--- src/rtl/seg_pkg.sv ---
// Shared types, FSM states and the active-low glyph table for the seven-segment capture block.
package seg_pkg;

   typedef logic [6:0] seg_t;
   typedef logic [3:0] hex_t;

   typedef enum logic [1:0] {
      IDLE   = 2'd0,
      SETTLE = 2'd1,
      HELD   = 2'd2
   } state_t;

   // One synchronized observation of the display bus.
   typedef struct packed {
      seg_t       seg;
      logic [1:0] an;
   } pair_t;

   localparam seg_t SEG_BLANK = 7'h7F;
   localparam int   GLYPH_N   = 16;

   // Index is the hex value; entry is the active-low a..g pattern (bit0 = a).
   localparam seg_t GLYPH_TBL [GLYPH_N] = '{
      7'h40, 7'h79, 7'h24, 7'h30, 7'h19, 7'h12, 7'h02, 7'h78,
      7'h00, 7'h10, 7'h08, 7'h03, 7'h46, 7'h21, 7'h06, 7'h0E
   };

   // Exactly one digit enable low; none or both low is an illegal observation.
   function automatic logic an_legal(input logic [1:0] an);
      return (an == 2'b10) || (an == 2'b01);
   endfunction

endpackage

--- src/rtl/seg_decode.sv ---
// Combinational glyph lookup: active-low segment pattern to hex value, plus hit/blank flags.
module seg_decode
   import seg_pkg::*;
(
   input  seg_t i_seg,
   output hex_t o_hex,
   output logic o_hit,
   output logic o_blank
);

   always_comb begin
      o_hex = '0;
      o_hit = 1'b0;
      for (int i = 0; i < GLYPH_N; i++) begin
         if (i_seg == GLYPH_TBL[i]) begin
            o_hex = hex_t'(i);
            o_hit = 1'b1;
         end
      end
   end

   assign o_blank = (i_seg == SEG_BLANK);

endmodule

--- src/rtl/seg_capture.sv ---
// Captures two multiplexed seven-segment digits once their {seg,an} pair is stable; latency 2+STABLE_CYCLES.
// Optional saturating err_count output when SEG_CAPTURE_ERRCNT_EN is defined.
module seg_capture
   import seg_pkg::*;
#(
   parameter int unsigned STABLE_CYCLES = 4
) (
   input  logic       clk,
   input  logic       reset,
   input  seg_t       seg,
   input  logic [1:0] an,
   output hex_t       digit0,
   output hex_t       digit1,
   output logic       valid0,
   output logic       valid1,
   output logic       upd,
   output logic       err
`ifdef SEG_CAPTURE_ERRCNT_EN
   ,
   output logic [7:0] err_count
`endif
);

   localparam logic [7:0] STABLE_W = 8'(STABLE_CYCLES);

   seg_t       r_seg_s1, r_seg_s2;
   logic [1:0] r_an_s1, r_an_s2;
   pair_t      r_pair;
   state_t     r_state, w_state_nxt;
   logic [7:0] r_cnt, w_cnt_nxt;
   hex_t       r_digit0, r_digit1, w_digit0_nxt, w_digit1_nxt;
   logic       r_valid0, r_valid1, w_valid0_nxt, w_valid1_nxt;
   logic       r_upd, r_err, w_upd_nxt, w_err_nxt;

   pair_t      w_pair;
   logic       w_legal, w_changed, w_capture, w_sel1;
   hex_t       w_hex;
   logic       w_hit, w_blank;

   always_ff @(posedge clk or negedge reset) begin
      if (!reset) begin
         r_seg_s1 <= '0;
         r_seg_s2 <= '0;
         r_an_s1  <= '0;
         r_an_s2  <= '0;
      end else begin
         r_seg_s1 <= seg;
         r_seg_s2 <= r_seg_s1;
         r_an_s1  <= an;
         r_an_s2  <= r_an_s1;
      end
   end

   assign w_pair    = '{seg: r_seg_s2, an: r_an_s2};
   assign w_legal   = an_legal(r_an_s2);
   assign w_changed = (w_pair != r_pair);
   assign w_sel1    = (r_an_s2 == 2'b01);

   seg_decode u_decode (
      .i_seg   (r_seg_s2),
      .o_hex   (w_hex),
      .o_hit   (w_hit),
      .o_blank (w_blank)
   );

   // A legal change drops through IDLE in the same cycle: the new pair is already sample 1.
   always_comb begin
      w_state_nxt = r_state;
      w_cnt_nxt   = r_cnt;
      w_capture   = 1'b0;
      if (!w_legal) begin
         w_state_nxt = IDLE;
         w_cnt_nxt   = '0;
      end else if (w_changed) begin
         w_state_nxt = SETTLE;
         w_cnt_nxt   = 8'd1;
      end else begin
         case (r_state)
            IDLE: begin
               w_state_nxt = SETTLE;
               w_cnt_nxt   = 8'd1;
            end
            SETTLE: begin
               w_cnt_nxt = r_cnt + 8'd1;
               if (w_cnt_nxt == STABLE_W) begin
                  w_state_nxt = HELD;
                  w_capture   = 1'b1;
               end
            end
            HELD: begin
               w_state_nxt = HELD;
            end
            default: begin
               w_state_nxt = IDLE;
               w_cnt_nxt   = '0;
            end
         endcase
      end
   end

   always_comb begin
      w_digit0_nxt = r_digit0;
      w_digit1_nxt = r_digit1;
      w_valid0_nxt = r_valid0;
      w_valid1_nxt = r_valid1;
      w_err_nxt    = 1'b0;
      if (w_capture) begin
         if (w_sel1) begin
            w_valid1_nxt = w_hit;
            if (w_hit) w_digit1_nxt = w_hex;
         end else begin
            w_valid0_nxt = w_hit;
            if (w_hit) w_digit0_nxt = w_hex;
         end
         w_err_nxt = !w_hit && !w_blank;
      end
      w_upd_nxt = (w_digit0_nxt != r_digit0) || (w_digit1_nxt != r_digit1) ||
                  (w_valid0_nxt != r_valid0) || (w_valid1_nxt != r_valid1);
   end

   always_ff @(posedge clk or negedge reset) begin
      if (!reset) begin
         r_state  <= IDLE;
         r_cnt    <= '0;
         r_pair   <= '0;
         r_digit0 <= '0;
         r_digit1 <= '0;
         r_valid0 <= 1'b0;
         r_valid1 <= 1'b0;
         r_upd    <= 1'b0;
         r_err    <= 1'b0;
      end else begin
         r_state  <= w_state_nxt;
         r_cnt    <= w_cnt_nxt;
         r_pair   <= w_pair;
         r_digit0 <= w_digit0_nxt;
         r_digit1 <= w_digit1_nxt;
         r_valid0 <= w_valid0_nxt;
         r_valid1 <= w_valid1_nxt;
         r_upd    <= w_upd_nxt;
         r_err    <= w_err_nxt;
      end
   end

   assign digit0 = r_digit0;
   assign digit1 = r_digit1;
   assign valid0 = r_valid0;
   assign valid1 = r_valid1;
   assign upd    = r_upd;
   assign err    = r_err;

`ifdef SEG_CAPTURE_ERRCNT_EN
   logic [7:0] r_err_count;

   always_ff @(posedge clk or negedge reset) begin
      if (!reset) begin
         r_err_count <= '0;
      end else if (w_err_nxt && (r_err_count != 8'hFF)) begin
         r_err_count <= r_err_count + 8'd1;
      end
   end

   assign err_count = r_err_count;
`endif

endmodule

--- config.mk ---
export PLATFORM = sky130hd
export DESIGN_NAME = seg_capture
export DESIGN_NICKNAME = d
export VERILOG_FILES = /design/src/rtl/seg_pkg.sv /design/src/rtl/seg_decode.sv /design/src/rtl/seg_capture.sv
export SDC_FILE = /design/constraint.sdc
export NUM_CORES = 1
export LEC_CHECK = 0
export CAP_MARGIN = 0
export CELL_PAD_IN_SITES_DETAIL_PLACEMENT = 1
export CELL_PAD_IN_SITES_GLOBAL_PLACEMENT = 1
export CORE_MARGIN = 8
export CORE_UTILIZATION = 42
export DETAILED_ROUTE_END_ITERATION = 8
export MAX_ROUTING_LAYER = met4
export PLACE_DENSITY_LB_ADDON = 0.1
export RECOVER_POWER = 50
export SYNTH_ARGS = -nofsm -noshare
export SYNTH_HDL_FRONTEND = slang
export SYNTH_SLANG_ARGS = --single-unit
export TNS_END_PERCENT = 100
--- constraint.sdc ---
create_clock -name clk -period 4.32 [get_ports clk]
set_input_delay 0.864 -clock clk [delete_from_list [all_inputs] [get_ports clk]]
set_output_delay 0.864 -clock clk [all_outputs]
set_load 0.01 [all_outputs]
**After elaboration in Yosys (flattened, before gate mapping)**

Index checks and enable logic that the tools add are counted.

- Register bits after elaboration: 49
- Input bits: 11
- Word-level logic and storage cells: 105

- Add/subtract/negate cells: 1
- Eq/ne operators: 28
- Mux-type cells: 53
- Reduce and logical (&&, ||, !) cells: 9

Operators with widths:

| cell | count |
|---|---|
| 4-bit two-way mux | 14 |
| 7-bit equality test (second input constant) | 5 |
| 1-bit two-way mux | 26 |
| 8-bit case mux with 3 select lines | 1 |
| 7-bit by 5-bit equality test with 1-bit output (second input constant) | 3 |
| 7-bit by 6-bit equality test with 1-bit output (second input constant) | 3 |
| 8-bit two-way mux | 2 |
| 7-bit by 2-bit equality test with 1-bit output (second input constant) | 2 |
| 7-bit by 4-bit equality test with 1-bit output (second input constant) | 2 |
| 3-bit two-way mux | 4 |
| 2-bit two-way mux | 5 |
| 9-bit != test | 1 |
| 8-bit by 1-bit adder with 8-bit output (second input constant) | 1 |
| 8-bit by 3-bit equality test with 1-bit output (second input constant) | 1 |
| 4-bit != test | 2 |
| 7-bit by 3-bit equality test with 1-bit output (second input constant) | 1 |
| 7-bit zero test | 1 |
| 2-bit case mux with 3 select lines | 1 |
| 2-bit by 1-bit equality test with 1-bit output (second input constant) | 2 |
| 2-bit equality test (second input constant) | 2 |
| 1-bit logical OR | 4 |
| 4-bit != test (second input constant) | 1 |
| 3-bit != test (second input constant) | 1 |
| 1-bit zero test | 2 |
| other kinds (3) | 4 |

**Logic depth before layout (Yosys ltp)**

Gate-level depths: netlist of the first run.

- Depth in word-level cells: 24
- Mapped depth: 8

**Modules after synthesis**

A second synthesis of the first run with hierarchy kept.

- Cells, all modules: 225
- Area total of the unflattened synthesis: 2474.9 um2

By module, submodules not included:

| module | instances | cells each | area an instance (um2) | sequential area each (um2) |
|---|---|---|---|---|
| seg_capture | 1 | 170 | 2127.0 | 1226.2 |
| seg_decode | 1 | 55 | 347.8 | 0.0 |

**Worst setup path before layout of the first run**

OpenSTA, ideal clock, no wires.

- Kind: register to register
- Start point: reg r_seg_s2[3]
- End point: reg r_upd (netlist: upd)
- Library setup time: 0.136 ns
- Arrival: 1.899 ns
- Path slack: 2.286 ns
- Stages on the path, launching flop included: 9
- Cells stage by stage: dfrtp_1 buf_4 and3_1 a32o_1 or3b_4 xor2_1 a211oi_2 a21o_1 o211ai_1

- Word-level cells in the longest chain between the ends: 24

Ends and longest elaborated chain:

| what | RTL line | text |
|---|---|---|
| start: declaration | seg_capture.sv:26 | `seg_t r_seg_s1, r_seg_s2;` |
| start signal: assignment | seg_capture.sv:48 | `r_seg_s2 <= r_seg_s1;` |
| 7-bit equality test | seg_decode.sv:15 | `if (i_seg == GLYPH_TBL[i]) begin` |
| 1-bit two-way mux (16 in a row) | seg_decode.sv:15 |  |
| 4-bit two-way mux (on tied branches) | seg_capture.sv:113, seg_capture.sv:110 |  |
| 4-bit two-way mux | seg_capture.sv:108 | `if (w_sel1) begin` |
| 4-bit two-way mux | seg_capture.sv:107 | `if (w_capture) begin` |
| 4-bit != test | seg_capture.sv:117 | `w_upd_nxt = (w_digit0_nxt != r_digit0) \|\| (w_digit1_nxt != r_digit1) \|\|` |
| 1-bit logical OR (2 in a row) | seg_capture.sv:117 |  |
| 1-bit logical OR (*) | seg_capture.sv:118 | `(w_valid0_nxt != r_valid0) \|\| (w_valid1_nxt != r_valid1);` |
| net w_upd_nxt | seg_capture.sv:33 | `logic r_upd, r_err, w_upd_nxt, w_err_nxt;` |
| end signal: assignment | seg_capture.sv:140 | `r_upd <= w_upd_nxt;` |
| end: declaration | seg_capture.sv:33 |  |

The timed path passes the listed nets; every way through them passes the cells marked *.
A chain may end at the register's enable or synchronous reset.

==> results of run 1 <==
==> final timing paths <==
check,endpoint,start,slack [ns],cells after the start
setup / recovery,r_seg_s2[0]$_DFF_PN0_,reset,1.51,1
hold / removal,r_seg_s2[6]$_DFF_PN0_,r_seg_s1[6]$_DFF_PN0_,0.35,0
setup reg to reg,r_cnt[4]$_DFFE_PN0P_,r_seg_s2[5]$_DFF_PN0_,1.85,6
hold reg to reg,r_seg_s2[6]$_DFF_PN0_,r_seg_s1[6]$_DFF_PN0_,0.35,0
max in group clk,r_cnt[4]$_DFFE_PN0P_,r_seg_s2[5]$_DFF_PN0_,1.85,6
min in group asynchronous,digit0[2]$_DFF_PN0_,reset,1.34,1
==> per-stage QoR <==
step                total power (W)  worst slack (ns)  area, um2  utilization (%)
floorplan                 0.0005459             2.286       2430                -
global placement          0.0005694             1.992       2684            48.44
detailed placement        0.0005752             1.869       2684            48.44
CTS                       0.0009603             1.838       2818            50.86
global route              0.0009861            0.9816       2816            50.84
finish                    0.0009457             1.514       2816            50.84
==> cells in the final DEF (no fill, tap or decap), types with 6 or more instances in the layout <==
cell             count
a21oi_1              7
clkdlybuf4s50_1     12
dfrtp_1             49
dlygate4sd3_1        9
inv_1                8
nand2_1             16
nand3_1              6
nor2_1              13
o21ai_0             15
xor2_1              13
==> Yosys cell counts, types with 3 or more instances <==
cell type	n
nor3_1	3
o31ai_1	4
a21oi_1	7
nand2b_1	3
inv_1	8
o21ai_0	15
nand3_1	6
mux2_1	4
buf_4	4
nor4b_1	3
xnor2_1	3
ha_1	5
dfrtp_1	49
xor2_1	13
nand3b_1	3
nor2_1	13
nand2_1	16
nor2b_1	3
and3_1	4
==> where the power goes <==
part	leakage, nW	internal, W	switching [W]
Sequential	0.617	0.000473	0.0000198
Clock	0.0681	0.000230	0.000153
Combinational	0.501	0.0000298	0.0000406
==> flip-flops by register name (all words and copies together) (netlist names), 2 cells and up <==
register	cells
r_an_s2	2
r_seg_s2	7
r_pair	9
digit1	4
digit0	4
r_an_s1	2
r_state	2
r_cnt	8
r_seg_s1	7
==> area by class of cell <==
cell class	instances	area (um2)	share of cell area (%)
Multi-Input combinational cell	152	1122	39.85
Clock inverter	3	65.06	2.310
Timing Repair Buffer	22	214.0	7.597
Inverter	8	30.03	1.066
Tap cell	72	90.09	3.199
Clock buffer	5	68.82	2.443
Sequential cell	49	1226	43.54
==> cells by family (layout without fill, tap and decap cells) <==
logic type	after synthesis	in the layout	share of synthesized area, %
simple gates	77	77	20.80
mux	6	6	2.678
xor+xnor	16	16	5.767
flops	49	49	50.46
compound gates	48	48	14.37
buf+inv	15	38	3.347
fa+ha+maj	5	5	2.575
==> metal layers <==
layer	share of wire (%)	global-route usage, %	up-vias	routed length, um
li1	-	-	819	-
met4	1.3	5.101	0	65
met2	48	21.22	36	2507
met5	0	-	-	0
met1	46	16.30	881	2412
met3	4.0	3.586	7	209
==> flow_metrics.tcl, run 1 <==
set metrics [dict create \
    cp_data_arrival_time_ns 2.68 \
    synth-seq-cells 49 \
    grt_pass1_vias 1897 \
    syn_avg_cell_area_um2 11.25 \
    cap_violations 1 \
    synth_top_area_share_pct 50.46 \
    synthTopCellsByArea "dfrtp_1, xor2_1, o21ai_0, ha_1, nand2_1" \
    crit_chain "clkbuf_1" \
    worstPathMaxFanout 49 \
    track_usage_pct 13.54 \
    layout-drive-gt1-share_pct 12.13 \
    violations "capacitance limit, slew limit" \
    die_w_um 92.06 \
    grt_overflow 0 \
    finalCritPeriodShare_pct 64.94 \
    synth_cells 216 \
    clockBufferDepth 2 \
    htreeDepth 2 \
    startpoint_type "input port" \
    finalSetupTns_ns 0 \
    post-cts-setup-buffer-count 0 \
    drt_pass1_iterations 4 \
    relSlewSlack_pct -70.98 \
    cts_made_buffers 5 \
    initial_utilization_pct 43.86 \
    ios 23 \
    crit_path_end_kind "async pin" \
    core_area_mm2 0.005540 \
    path_class "input port to async pin" \
    power.leakage_nw 1.187 \
    layout_min_cycle_time_ns 2.806 \
    syn_to_final_growth_pct 15.91 \
    p_per_area_mw_per_mm2 335.8 \
    ctsHoldBuffers 0 \
    synth_top_area_cell "dfrtp_1" \
    holdWs_ns 0.3526 \
    grt_start_max_net_pins 50 \
    die-area_mm2 0.008475 \
    wl_per_cell_um 16.70 \
    cp_top_family "buffers and inverters" \
    antenna_found_initial 0 \
    crit_slowest_cell "clkbuf_1" \
    crit_required_ns 4.20 \
    finalNonFillerCells 311 \
    status "complete, but fails checks" \
    rsz0062_at_grt "false" \
    syn_nets 232 \
    gp_congestion 0.8218 \
    placed_cells 303 \
    path_clk_slew_ns 0.09 \
    clock.fmax_mhz 356.4 \
    dp_hpwl_um 3822 \
    skew_ns 0.007872 \
    grt_pass1_wl_um 9156 \
    min_path_type "flip-flop to flip-flop" \
    synth-edff-count 0 \
    num_vias 1743 \
    setup_viol 0 \
    cts_tree "built" \
    clock_sinks 49 \
    clk-insertion-delay-late_ns 0.30 \
    remaining_drc_errors 0 \
    cp_slowest_stage_delay_ns 1.78 \
    drtIter0Drc 44 \
    hold_viol 0 \
    io_buffers 22 \
    slew_violations 50 \
    cts_resized 0 \
    tightestPinTransition_ns 2.565 \
    syn_area_mm2 0.002430 \
    ys.flop_type "dfrtp_1" \
    vias_per_cell 5.605 \
    die_h_um 92.06 \
    ir_worst_vdd_mv 0.2619 \
    antenna_cells 0 \
    ctsRootBufferMaster "clkbuf_8" \
    yosysUniqueCellTypes 58 \
    ant_nets 0 \
    synthArstFlopShare_pct 100.0 \
    rows 27 \
    nFillCells 591 \
    crit_buf_inv 1 \
    nNetsFinal 254 \
    yosysWarnings 0 \
    yosysSeqAreaShare_pct 50.46 \
    wl_um 5195 \
]
No activity file was read; power rests on OpenSTA's default activity.
==> run 2: changes to the inputs <==
CORE_UTILIZATION = 41   (was 42)
clock period = 2.5 ns   (was 4.32 ns; I/O delays follow)
==> run 2 against run 1 <==
- the flow now finishes without violations
- clock skew rose by 0.0016 ns
- setup slack got worse by 1.3 ns
- worst hold slack improved by 0.0024 ns
- final cell count rose by 4.5%
- critical path depth rose by 7
- sequential power rose by 71%
- final area rose by 2.6%
- critical endpoint is now upd$_DFF_PN0_
- sequential share of layout area fell by 1.0 points
- register-to-register slack got worse by 1.7 ns
==> flow_metrics.tcl, run 2 (synthesized netlist as in run 1, its figures left out) <==
set metrics [dict create \
    status "complete, no violations" \
    p_int_w 0.001180 \
    tightestPinTransition_ns 1.248 \
    ctsHoldBuffers 0 \
    largest_reg_flops 9 \
    reg_top3 "r_pair: 9 flops, r_cnt: 8 flops" \
    antenna_found_initial 0 \
    post-cts-setup-buffer-count 0 \
    die-area_mm2 0.008646 \
    p_per_area_mw_per_mm2 536.8 \
    nFillCells 654 \
    power_frac_seq_pct 54.3 \
    dpl_cell_area_mm2 0.002795 \
    vias_per_cell 5.345 \
    num_vias 1737 \
    hold_viol 0 \
    clock.fmax_mhz 434.4 \
    worstPathMaxFanout 8 \
    die_h_um 92.99 \
    cap_violations 0 \
    rows 28 \
    relSlewSlack_pct 16.82 \
    min_from "r_seg_s1[3]$_DFF_PN0_" \
    gp_congestion 0.8696 \
    core_area_mm2 0.005816 \
    reg2reg_to "upd$_DFF_PN0_" \
    clk-insertion-delay-late_ns 0.30 \
    switching_share_pct 23.89 \
    clock_power_share_pct 36.3 \
    initial_utilization_pct 41.78 \
    drtIter0Drc 45 \
    critPathLaunch "r_seg_s2[5]$_DFF_PN0_" \
    comb_power_share_pct 9.4 \
    grt_overflow 0 \
    grt_start_max_net_pins 27 \
    largest-register "r_pair" \
    skew_ns 0.009496 \
    cp_data_arrival_time_ns 2.48 \
    nNetsFinal 265 \
    layout_min_cycle_time_ns 2.302 \
    ctsRootBufferMaster "clkbuf_8" \
    path_class "flip-flop to flip-flop" \
    switchingPower_w 0.0003704 \
    holdPathEnd "r_seg_s2[3]$_DFF_PN0_" \
    remaining_drc_errors 0 \
    syn_to_final_growth_pct 18.90 \
    crit_path_end_kind "flip-flop" \
    ant_nets 0 \
    grt_pass1_wl_um 9818 \
    dp_hpwl_um 4233 \
    io_buffers 22 \
    place_ws_ns 0.1115 \
    fin_ws_ns 0.1978 \
    finalCritPeriodShare_pct 92.09 \
    placed_cells 317 \
    min_path_type "flip-flop to flip-flop" \
    layout_commonest_cell "dfrtp_1" \
    antenna_cells 0 \
    cts_made_buffers 5 \
    track_usage_pct 14.60 \
    ios 23 \
    finalNonFillerCells 325 \
    cts_tree "built" \
    power.leakage_nw 1.226 \
    r2r_cells 8 \
    slew_violations 0 \
    grt_pass1_vias 1987 \
    path_clk_slew_ns 0.09 \
    timing.rr.start "r_seg_s2[5]$_DFF_PN0_" \
    drt_pass1_iterations 4 \
    crit_required_ns 2.68 \
    mostFrequentLayoutCells "dfrtp_1, nand2_1, o21ai_0" \
    wl_um 5475 \
    rsz0062_at_grt "false" \
    setup_viol 0 \
    clockBufferDepth 2 \
    wl_per_cell_um 16.85 \
    layout-drive-gt1-share_pct 16.00 \
    clock_sinks 49 \
    htreeDepth 2 \
    ir_worst_vdd_mv 0.3230 \
    final_cell_area_mm2 0.002889 \
    r2r_slack_ns 0.20 \
    die_w_um 92.99 \
    startpoint_type "flip-flop" \
    min_path_cells 0 \
    finalSetupTns_ns 0 \
]
[run 2: cell type report]
type                       instances  area [um2]  share of cell area (%)
clock buffer                       6       72.57                   2.512
clock inverter                     2       38.79                   1.343
inverter                           8       30.03                   1.039
multi-input combinational        152        1122                   38.85
sequential                        49        1229                   42.53
tap                               75       93.84                   3.248
timing repair buffer              33       302.8                   10.48
[run 2: how the worst max path moves through the flow]
stage / end / slack (ns) / cells after the start
6_report: upd$_DFF_PN0_ / 0.20 / 8
4_1_cts: r_cnt[4]$_DFFE_PN0P_ / 0.12 / 6
3_5_place_dp: r_cnt[4]$_DFFE_PN0P_ / 0.11 / 6
5_1_grt: r_cnt[4]$_DFFE_PN0P_ / 0.03 / 6
3_3_place_gp: upd$_DFF_PN0_ / 0.17 / 7
2_1_floorplan: upd$_DFF_PN0_ / 0.47 / 8
[run 2: per-stage QoR]
| step | util (%) | hold WS, ns | power [W] |
|---|---|---|---|
| 2_1_floorplan | - | 0.2044 | 0.0009433 |
| 3_3_place_gp | 48.06 | 0.3342 | 0.001007 |
| 3_5_place_dp | 48.06 | 0.3386 | 0.001013 |
| 4_1_cts | 49.98 | 0.1881 | 0.001586 |
| 5_1_grt | 49.68 | 0.3645 | 0.001620 |
| 6_report | 49.68 | 0.3550 | 0.001551 |
[run 2: per-layer routing]
metal / wire length [um] / vias to the layer above / GRT usage, %
li1: - / 840 / -
met1: 2564 / 859 / 17.57
met2: 2650 / 32 / 23.91
met3: 202 / 6 / 3.365
met4: 58 / 0 / 4.295
met5: 0 / - / -
[run 2: critical path, cell delays in order, from the launching register on]
cell and delay, ns:
dfrtp_1 0.47, buf_4 0.20, and3_1 0.20, a32o_1 0.26
or3b_4 0.46, xor2_1 0.17, a211oi_2 0.21, a21o_1 0.14
o211ai_1 0.08
[run 2: power by group through the flow]
| stage | Clock (W) | Combinational (W) | Sequential, W |
|---|---|---|---|
| 6_report | 0.000563 | 0.000146 | 0.000842 |
| 5_1_grt | 0.000608 | 0.000165 | 0.000847 |
| 3_3_place_gp | 0 | 0.000151 | 0.000856 |
| 2_1_floorplan | 0 | 0.0000966 | 0.000847 |
| 4_1_cts | 0.000588 | 0.000156 | 0.000842 |
| 3_5_place_dp | 0 | 0.000155 | 0.000858 |
[run 2: repair_timing]
action / in CTS / in global routing
resized for setup: 0 / 2
endpoints found under the setup margin: 0 / 12
hold endpoints to repair: 0 / 0
==> variant 1: new RTL, settings of run 2 <==
Build with the macro `SEG_CAPTURE_ERRCNT_EN` defined.
--- a/src/rtl/seg_capture.sv
+++ b/src/rtl/seg_capture.sv
@@ -1,4 +1,6 @@
 // Captures two multiplexed seven-segment digits once their {seg,an} pair is stable; latency 2+STABLE_CYCLES.
 // Optional saturating err_count output when SEG_CAPTURE_ERRCNT_EN is defined.
+`define SEG_CAPTURE_ERRCNT_EN
+
 module seg_capture
    import seg_pkg::*;
Formal check against the unedited RTL (old outputs only; new: err_count): equivalent (Yosys induction, for registers that start in step).
==> variant 1 against run 2 <==
Worst setup slack worse by 0.12 ns; power up 30%; worst hold slack worse by 0.18 ns; synthesized cell count up 18%; area after synthesis up 12%; global-route usage down 0.14 points; clock power up 56%; sequential cell count up 8; design area up 24%; non-clock buffer count up 32; final cell count up 23%; die area up 10%; wire length up 19%; largest cell class unchanged.
==> variant 1: results <==
{
  "numCtsBuffers": 9,
  "post-dp-hpwl_mm": 4.54,
  "skew_ns": 0.0111,
  "syn_nets": 272,
  "multi_input_cells": 177,
  "seq_area_frac_synth_pct": 52.2,
  "status": "finished, final reports clean",
  "synth_area_leaders": "dfrtp_1 52%, xnor2_1 5.1%, nor2_1 3.3%",
  "r2r_slack_ns": 0.07,
  "r2r_cells": 9,
  "worstReg2RegStart": "r_seg_s2[4]",
  "final_layout_size_suffix_gt1_share_pct": 24.5,
  "wl_met1_mm": 2.97,
  "grt_start_max_net_pins": 31,
  "fin_nets": 335,
  "n_antenna_cell": 0,
  "use_met1_pct": 16.5,
  "n_fill_cell": 720,
  "clkbuf_count": 10,
  "met3_length_microns": 197,
  "grt.total_usage_pct": 14.5,
  "layout.nonclk_buf_share_pct": 15.9,
  "htree_levels": 3,
  "grtUsageMet3_pct": 3.56,
  "grt_use_met2_pct": 23.5,
  "grt_pass1_wl_mm": 11.1,
  "relSlewSlack_pct": 57.1,
  "critPathMaxStageDelay_ns": 0.63,
  "clkCellAreaFrac_pct": 5.71,
  "p_leak_nw": 1.57,
  "grt_pass1_vias": 2340,
  "crit_slowest_cell": "or4b_2",
  "place_congestion": 0.866,
  "hold_class": "input pin to asynchronous set/reset pin",
  "clock_latency_ns": 0.34,
  "nFlopsAndLatches": 57,
  "clk_pin_slew_ns": 0.07,
  "multi_input_area_share_pct": 34.9,
  "peakVddDrop_uv": 415,
  "synth.cells.most_frequent": "57 x dfrtp_1, 24 x nor2_1, 20 x nand2_1",
  "crit_family": "simple AND/OR/NAND/NOR gates",
  "routed_wirelength_mm": 6.50,
  "seq_area_share_pct": 40.0,
  "ys_types": 53,
  "cp_max_fo": 7,
  "port_buffers": 30,
  "route.met2.wl_mm": 3.22,
  "num_vias": 2176
}
## variant 1: changes by cell type after synthesis, sizes merged, moves of 5 or more
cell          run 2  this run
o21ai            15         6
dfrtp            49        57
xor2             13         4
a22oi             0         5
nor2             14        24
xnor2             3        17
## variant 1: through the flow
step / instance area, sq um / power (W) / hold WS [ns] / worst slack, ns / std cells
6_report: 3590 / 0.00202 / 0.175 / 0.0736 / 400
2_1_floorplan: 2740 / 0.00107 / 0.204 / 0.0127 / 255
4_1_cts: 3520 / 0.00203 / 0.194 / 0.00705 / 395
3_3_place_gp: 3300 / 0.00114 / 0.332 / 0.0280 / 379
3_5_place_dp: 3300 / 0.00115 / 0.336 / -0.0561 / 379
5_1_grt: 3590 / 0.00210 / 0.230 / -0.0144 / 400
## variant 1: how the worst max path moves through the flow
stage               cells after the start            to  slack (ns)
global placement                        8  err_count[1]        0.03
global route                            8           upd       -0.01
finish                                  9           upd        0.07
detailed placement                      8  err_count[1]       -0.06
CTS                                     7  err_count[1]       0.007
floorplan                               9     digit0[0]        0.01
## variant 1: power breakdown
| group | switching, W | leakage (nW) | internal [W] |
|---|---|---|---|
| registers | 0.0000242 | 0.722 | 0.000949 |
| clock network | 0.000389 | 0.0985 | 0.000488 |
| logic | 0.0000884 | 0.746 | 0.0000787 |
| total | 0.000501 | 1.57 | 0.00152 |
## variant 1: kinds of logic after synthesis
group                      after synthesis  share of synthesized area, %
buffers and inverters                   21                          3.62
AOI/OAI and AO/OA                       45                          11.4
muxes                                   11                          4.40
xor gates and xnor gates                21                          7.01
DFF                                     57                          52.2
and+or+nand+nor                         94                          18.6
adders and majority gates                6                          2.75
## variant 1: what timing repair did
item                                    CTS  global route
resized for setup                         7             8
pin swaps                                 1             0
hold endpoints to repair                  0             0
endpoints found under the setup margin    8            17
setup buffers                             0             5
==> variant 2: new RTL, settings of run 2 <==
Made on the original files. Register the output `digit0` once more, without a reset; this adds one clock of latency there. The other outputs are not delayed to match.
--- a/src/rtl/seg_capture.sv
+++ b/src/rtl/seg_capture.sv
@@ -143,5 +143,7 @@
    end
 
-   assign digit0 = r_digit0;
+   always_ff @(posedge clk) begin
+      digit0 <= r_digit0;
+   end
    assign digit1 = r_digit1;
    assign valid0 = r_valid0;
Function: changed (Yosys sat finds a counterexample within 10 cycles, from zero or initial values and one cycle with reset low).
==> variant 2 against run 2 <==
Power fell by 2.0%; design area rose by 0.48%; synthesized cell count up 1.9%; final cell count is 0.92% lower; area after synthesis grew 3.3%; wire length fell by 10%; sequential cell count is 4 higher; clock skew is 0.0034 ns lower; global-route usage shrank 1.9 points; worst setup slack got worse by 0.016 ns; critical path type unchanged; largest power group unchanged.
==> variant 2: results <==
{
  "n_fill_cell": 653,
  "grt.total_usage_pct": 12.7,
  "arrival_ns": 2.50,
  "async_flop_share_pct": 92.5,
  "critPathMaxStageDelay_ns": 0.55,
  "met3_length_microns": 195,
  "p_leak_nw": 1.22,
  "fin_nets": 263,
  "r2r_cells": 6,
  "num_vias": 1745,
  "place_area_sq_um": 2820,
  "wl_met1_mm": 2.40,
  "routed_wirelength_mm": 4.92,
  "grt_pass1_vias": 1804,
  "seqPwrFrac_pct": 60.2,
  "syn_nets": 236,
  "final_layout_size_suffix_gt1_share_pct": 15.4,
  "status": "finished, final reports clean",
  "relSlewSlack_pct": 10.8,
  "ys_types": 59,
  "grt_pass1_wl_mm": 8.84,
  "cp-endpoint": "digit1[2]",
  "drt_iter0_drc": 44,
  "worstReg2RegStart": "r_seg_s2[4]",
  "synth_area_leaders": "dfrtp_1 49%, xor2_1 4.5%, dfxtp_1 3.2%",
  "crit_family": "simple AND/OR/NAND/NOR gates",
  "cp_max_fo": 14,
  "r2r-end": "digit1[2]",
  "post-dp-hpwl_mm": 3.75,
  "r2r_slack_ns": 0.18,
  "p_clk_share_pct": 31.6,
  "route.met2.wl_mm": 2.26
}
-- variant 2: cell count changes after synthesis --
cell and change:
dfxtp_1 +4
-- variant 2: area by class of cell --
| type | count | area [sq um] | share of cell area [%] |
|---|---|---|---|
| Timing Repair Buffer | 27 | 249 | 8.58 |
| Sequential cell | 53 | 1310 | 45.2 |
| Clock buffer | 6 | 82.6 | 2.84 |
| Inverter | 8 | 30.0 | 1.03 |
| Tap cell | 75 | 93.8 | 3.23 |
| Clock inverter | 1 | 7.51 | 0.259 |
| Multi-Input combinational cell | 152 | 1130 | 38.9 |
-- variant 2: logic make-up (layout without fill, tap and decap cells) --
family | Yosys count | in the layout | synth area share [%]
xor+xnor | 16 | 16 | 5.58
mux | 6 | 6 | 2.59
buf+inv | 15 | 42 | 3.24
simple gates | 77 | 77 | 20.1
compound gates | 48 | 48 | 13.9
fa+ha+maj | 5 | 5 | 2.49
flops | 53 | 53 | 52.0
-- variant 2: metrics by stage --
step | setup slack, ns | utilization (%) | hold slack, ns | std cells | power [W]
final | 0.182 | 49.0 | 0.354 | 322 | 0.00152
after global routing | 0.00805 | 49.0 | 0.362 | 322 | 0.00159
after CTS | 0.0557 | 49.1 | 0.219 | 322 | 0.00155
after detailed placement | 0.0872 | 47.6 | 0.336 | 315 | 0.00107
after global placement | 0.118 | 47.6 | 0.332 | 315 | 0.00106
after floorplan | 0.468 | - | 0.204 | 220 | 0.00101
-- variant 2: per-layer routing --
layer / track usage [%] / up-vias
li1: - / 843
met1: 16.6 / 869
met2: 19.1 / 29
met3: 2.32 / 4
met4: 4.89 / 0
met5: - / -
-- variant 2: timing repair --
item,in CTS,in global routing
setup endpoints to repair,0,12
gates resized for setup,0,5
hold endpoints to repair,0,0
